--- src/rtl/led_rotator_ctrl.sv ---
// Control front end for the LED rotator: debounced push-button toggles for en/dir
// and a single free-running rate counter producing the routed step strobes.

module led_rotator_deb #(
   parameter int SAMPLE_N = 16,
   parameter int DEB_LEN  = 4
) (
   input  logic clk,
   input  logic rst,
   input  logic i_btn,
   output logic o_press
);

   localparam logic [SAMPLE_N-1:0] SAMPLE_ONE = {{(SAMPLE_N-1){1'b0}}, 1'b1};

   logic [1:0]          r_sync;
   logic [SAMPLE_N-1:0] r_sample_cnt;
   logic [DEB_LEN-1:0]  r_hist;
   logic                r_deb;
   logic                r_deb_d;
   logic                w_strobe;

   assign w_strobe = &r_sample_cnt;

   // The level only moves on a history that is unanimous; mixed histories hold it.
   always_ff @(posedge clk) begin
      if (rst) begin
         r_sync       <= 2'b00;
         r_sample_cnt <= '0;
         r_hist       <= '0;
         r_deb        <= 1'b0;
         r_deb_d      <= 1'b0;
      end else begin
         r_sync       <= {r_sync[0], i_btn};
         r_sample_cnt <= r_sample_cnt + SAMPLE_ONE;
         if (w_strobe) begin
            r_hist <= {r_hist[DEB_LEN-2:0], r_sync[1]};
         end
         if (&r_hist) begin
            r_deb <= 1'b1;
         end else if (~|r_hist) begin
            r_deb <= 1'b0;
         end
         r_deb_d <= r_deb;
      end
   end

   assign o_press = r_deb & ~r_deb_d;

endmodule

module led_rotator_ctrl #(
   parameter int SAMPLE_N = 16,
   parameter int DEB_LEN  = 4,
   parameter int FAST_N   = 23,
   parameter int SLOW_N   = 26
) (
   input  logic clk,
   input  logic rst,
   input  logic btn_en,
   input  logic btn_dir,
   output logic en,
   output logic dir,
   output logic one_tick,
   output logic three_tick
);

   localparam logic [SLOW_N-1:0] RATE_ONE = {{(SLOW_N-1){1'b0}}, 1'b1};

   logic              w_press_en;
   logic              w_press_dir;
   logic              w_fast_nxt;
   logic              w_slow_nxt;
   logic              r_en;
   logic              r_dir;
   logic              r_one_tick;
   logic              r_three_tick;
   logic [SLOW_N-1:0] r_rate_cnt;

   led_rotator_deb #(
      .SAMPLE_N (SAMPLE_N),
      .DEB_LEN  (DEB_LEN)
   ) u_deb_en (
      .clk     (clk),
      .rst     (rst),
      .i_btn   (btn_en),
      .o_press (w_press_en)
   );

   led_rotator_deb #(
      .SAMPLE_N (SAMPLE_N),
      .DEB_LEN  (DEB_LEN)
   ) u_deb_dir (
      .clk     (clk),
      .rst     (rst),
      .i_btn   (btn_dir),
      .o_press (w_press_dir)
   );

   // A slow wrap always implies a fast wrap, so both ticks share one counter.
   assign w_fast_nxt = &r_rate_cnt[FAST_N-1:0];
   assign w_slow_nxt = &r_rate_cnt;

   always_ff @(posedge clk) begin
      if (rst) begin
         r_en         <= 1'b1;
         r_dir        <= 1'b1;
         r_rate_cnt   <= '0;
         r_one_tick   <= 1'b0;
         r_three_tick <= 1'b0;
      end else begin
         r_en         <= r_en ^ w_press_en;
         r_dir        <= r_dir ^ w_press_dir;
         r_rate_cnt   <= r_rate_cnt + RATE_ONE;
         r_one_tick   <= r_dir ? w_slow_nxt : w_fast_nxt;
         r_three_tick <= r_dir ? w_fast_nxt : w_slow_nxt;
      end
   end

   assign en         = r_en;
   assign dir        = r_dir;
   assign one_tick   = r_one_tick;
   assign three_tick = r_three_tick;

endmodule

--- config.mk ---
export PLATFORM = sky130hd
export DESIGN_NAME = led_rotator_ctrl
export DESIGN_NICKNAME = d
export VERILOG_FILES = /design/src/rtl/led_rotator_ctrl.sv
export SDC_FILE = /design/constraint.sdc
export NUM_CORES = 1
export LEC_CHECK = 0
export CORE_MARGIN = 8
export CORE_UTILIZATION = 40
export CTS_CLUSTER_SIZE = 8
export DETAILED_ROUTE_END_ITERATION = 6
export PLACE_DENSITY = 0.6
export SLEW_MARGIN = 20
export SYNTH_ARGS = -nofsm -noshare
export SYNTH_HDL_FRONTEND = slang
export SYNTH_HIERARCHICAL = 1
export SYNTH_SLANG_ARGS = --single-unit
--- constraint.sdc ---
create_clock -name clk -period 1.93 [get_ports clk]
set_input_delay 0.386 -clock clk [delete_from_list [all_inputs] [get_ports clk]]
set_output_delay 0.386 -clock clk [all_outputs]
set_load 0.005 [all_outputs]
==> results of run 1 <==
## path summary, 6_finish.rpt
kind | start | to | slack (ps) | depth (start not counted)
worst max-delay path | r_rate_cnt[5] | r_rate_cnt[19] | 120 | 4
worst min-delay path | u_deb_dir/r_sync[0] | u_deb_dir/r_sync[1] | 450 | 1
worst max register to register | r_rate_cnt[5] | r_rate_cnt[19] | 120 | 4
worst min register to register | u_deb_dir/r_sync[0] | u_deb_dir/r_sync[1] | 450 | 1
## power by group through the flow
| stage | registers [mW] | logic, mW | clock network (mW) |
|---|---|---|---|
| floorplan | 1.68 | 0.0493 | 0 |
| global placement | 1.69 | 0.0734 | 0 |
| detailed placement | 1.69 | 0.0748 | 0 |
| CTS | 1.65 | 0.0755 | 1.34 |
| global route | 1.65 | 0.0849 | 1.42 |
| finish | 1.65 | 0.0739 | 1.29 |
## through the flow
step             util  std cells
6_report       0.4632        475
2_1_floorplan       -        351
3_5_place_dp   0.4366        459
4_1_cts        0.4632        475
3_3_place_gp   0.4366        459
5_1_grt        0.4632        475
## critical path: cells and delay by family (launching register included)
| family | cells | cell delay, ps |
|---|---|---|
| compound gates | 1 | 140 |
| flops | 1 | 420 |
| simple gates | 3 | 1180 |
## cells by family (layout without fill, tap and decap cells)
logic type / Yosys count / in the layout / share of synthesized area
AO/OA/AOI/OAI: 30 / 30 / 0.05246
buffers and inverters: 22 / 41 / 0.02660
AND/OR/NAND/NOR: 167 / 167 / 0.3103
multiplexers: 10 / 10 / 0.03251
adder cells (fa/ha/maj): 3 / 3 / 0.01108
flip-flops: 78 / 78 / 0.4610
XOR/XNOR: 41 / 41 / 0.1060
## cell type report
class	count	area (um^2)	share of cell area
clock buffers	13	178.9	0.04701
clock inverters	3	40.04	0.01052
inverters	11	41.29	0.01085
multi-input cells	251	1735	0.4559
flip-flops and latches	78	1562	0.4103
well taps	105	131.4	0.03452
repair buffers	14	117.6	0.03090
## layer usage
layer | part of all wire | global-route usage
met3 | 0.034 | 0.04343
met2 | 0.43 | 0.1626
met1 | 0.52 | 0.1329
met4 | 0.014 | 0.04460
met5 | 0 | 0
## state kept, by name, summed over array words and instances, names as in the netlist
name and flops:
u_deb_dir/r_hist 4, three_tick 1, u_deb_en/r_sync 2, u_deb_en/r_hist 4, u_deb_dir/r_deb 1, u_deb_en/r_deb_d 1
u_deb_dir/r_deb_d 1, dir 1, r_rate_cnt 26, one_tick 1, u_deb_en/r_deb 1, u_deb_dir/r_sample_cnt 16
en 1, u_deb_dir/r_sync 2, u_deb_en/r_sample_cnt 16
## cell usage in the layout (no fill, tap or decap), types with 3 or more instances in the layout
cell type,n
dfxtp_1,78
nor2_1,46
xnor2_1,29
nand3_1,16
nand2_1,15
a21oi_1,13
nor2b_1,13
clkbuf_8,13
xor2_1,12
nand2b_1,12
nand4_1,11
inv_1,11
nor3_1,9
o31ai_1,8
mux2i_1,8
o21ai_0,7
or4_1,7
buf_4,7
clkdlybuf4s50_1,6
nand4_4,6
and3_1,5
or3_1,4
nor2_2,4
nand3_2,3
and4_1,3
and4_2,3
ha_1,3
==> impl_metrics.env, run 1 <==
export IMPL_syn_nets=358
export IMPL_status="complete, no violations"
export IMPL_hold_buffers=0
export IMPL_synth_edf_count=0
export IMPL_cts_tree="yes"
export IMPL_die_x_um=108.0
export IMPL_skew_ps=5.379
export IMPL_hold_class="reg2reg"
export IMPL_hpwl_mm=3.795
export IMPL_ir_drop_mv=0.3264
export IMPL_critPathMaxFanout=11
export IMPL_avgViaCountPerCell=4.966
export IMPL_async_flop_share=0
export IMPL_cts_setup_buffers=0
export IMPL_cp_cell_sequence="nand4_1 -> or3_4 -> or4_1 -> a21oi_1"
export IMPL_synth_most_common_cell="dfxtp_1"
export IMPL_netlist_area_mm2=0.003387
export IMPL_place_congestion=0.7436
export IMPL_pwr_share_clk=0.429
export IMPL_antenna_found_initial=0
export IMPL_vias=2359
export IMPL_drc=0
export IMPL_fillers=802
export IMPL_rsz0062_at_grt="false"
export IMPL_synthFlopType="dfxtp_1"
export IMPL_dr_pass1_iters=4
export IMPL_routedWlPerCell_um=11.62
export IMPL_die_area_mm2=0.01167
export IMPL_yosysUniqueCellTypes=36
export IMPL_crit_arrival_ps=2090
export IMPL_grt_max_degree=34
export IMPL_cts_resized=0
export IMPL_cp_slowest_cell="or4_1"
export IMPL_hold_viol=0
export IMPL_maxCapViolations=0
export IMPL_pre_cts_ws_ps=166.4
export IMPL_synthTopCellsByCount="78 x dfxtp_1, 46 x nor2_1, 29 x xnor2_1"
export IMPL_track_usage=0.1076
export IMPL_num_rows=33
export IMPL_dpl_instance_area_mm2=0.003587
export IMPL_root_buffer="clkbuf_8"
export IMPL_power_frac_comb=0.025
export IMPL_syn2layout_area_growth_pct=12.38
export IMPL_final_cell_area_mm2=0.003806
export IMPL_yosys_area_top_type="dfxtp_1"
export IMPL_setup_violations=0
export IMPL_slew_headroom=0.6345
export IMPL_antenna_left=0
export IMPL_fin_crit_sh=0.9380
export IMPL_criticalPathCategory="reg2reg"
export IMPL_synth_top_area_frac=0.4610
export IMPL_p_leak_nw=1.394
export IMPL_synth_area_leaders="dfxtp_1 46%, xnor2_1 7.5%, nor2_1 5.1%, nand4_4 3.8%, xor2_1 3.1%"
export IMPL_clk_insertion_delay_late_ps=340
export IMPL_port_buffer_count=7
export IMPL_worst_slack_ps=119.7
export IMPL_drv_slew=0
export IMPL_total_power_mw=3.016
export IMPL_die_h_um=108.0
export IMPL_fin_tns_setup_ps=0
export IMPL_seq_area_frac_synth=0.4610
export IMPL_nets=372
export IMPL_hold_slack_ps=446.5
export IMPL_drive_above_1_share=0.1351
export IMPL_worstMarginPinSlew_ps=548.3
export IMPL_coreArea_mm2=0.008217
export IMPL_min_period_ps=1810
export IMPL_worstPathRequired_ps=2210
export IMPL_yosysWarnings=6
export IMPL_startpoint_type="flip-flop"
export IMPL_power_density_mw_per_mm2=792.3
export IMPL_cts_buffers=9
export IMPL_grt_pass1_vias=2323
export IMPL_clockBufferDepth=2
export IMPL_seqPwrFrac=0.547
export IMPL_wl_mm=5.521
export IMPL_end_kind="flip-flop"
export IMPL_fmax_mhz=552.4
export IMPL_cts_sinks=78
export IMPL_drt_iter0_drc=68
export IMPL_cts_max_level=3
export IMPL_p_sw_frac=0.2057
export IMPL_grt_overflow_total=0
export IMPL_max_stage_delay_ps=520
export IMPL_p_sw_uw=620.5
export IMPL_n_antenna_cell=0
export IMPL_io_pins=8
export IMPL_synth_cells=351
export IMPL_p_int_mw=2.395
export IMPL_grt_pass1_wl_mm=10.21
export IMPL_ys_seq_elements=78
export IMPL_clk_pin_slew_ps=80
export IMPL_syn_area_per_cell_um2=9.650
export IMPL_initial_utilization=0.4122
(Power assumes the default switching activity.)
==> run 2: changes to the inputs <==
- CTS_CLUSTER_DIAMETER: not set -> 50
==> results of run 2 <==
Same layout as run 1: the final DEF is identical, and so are final timing and power.
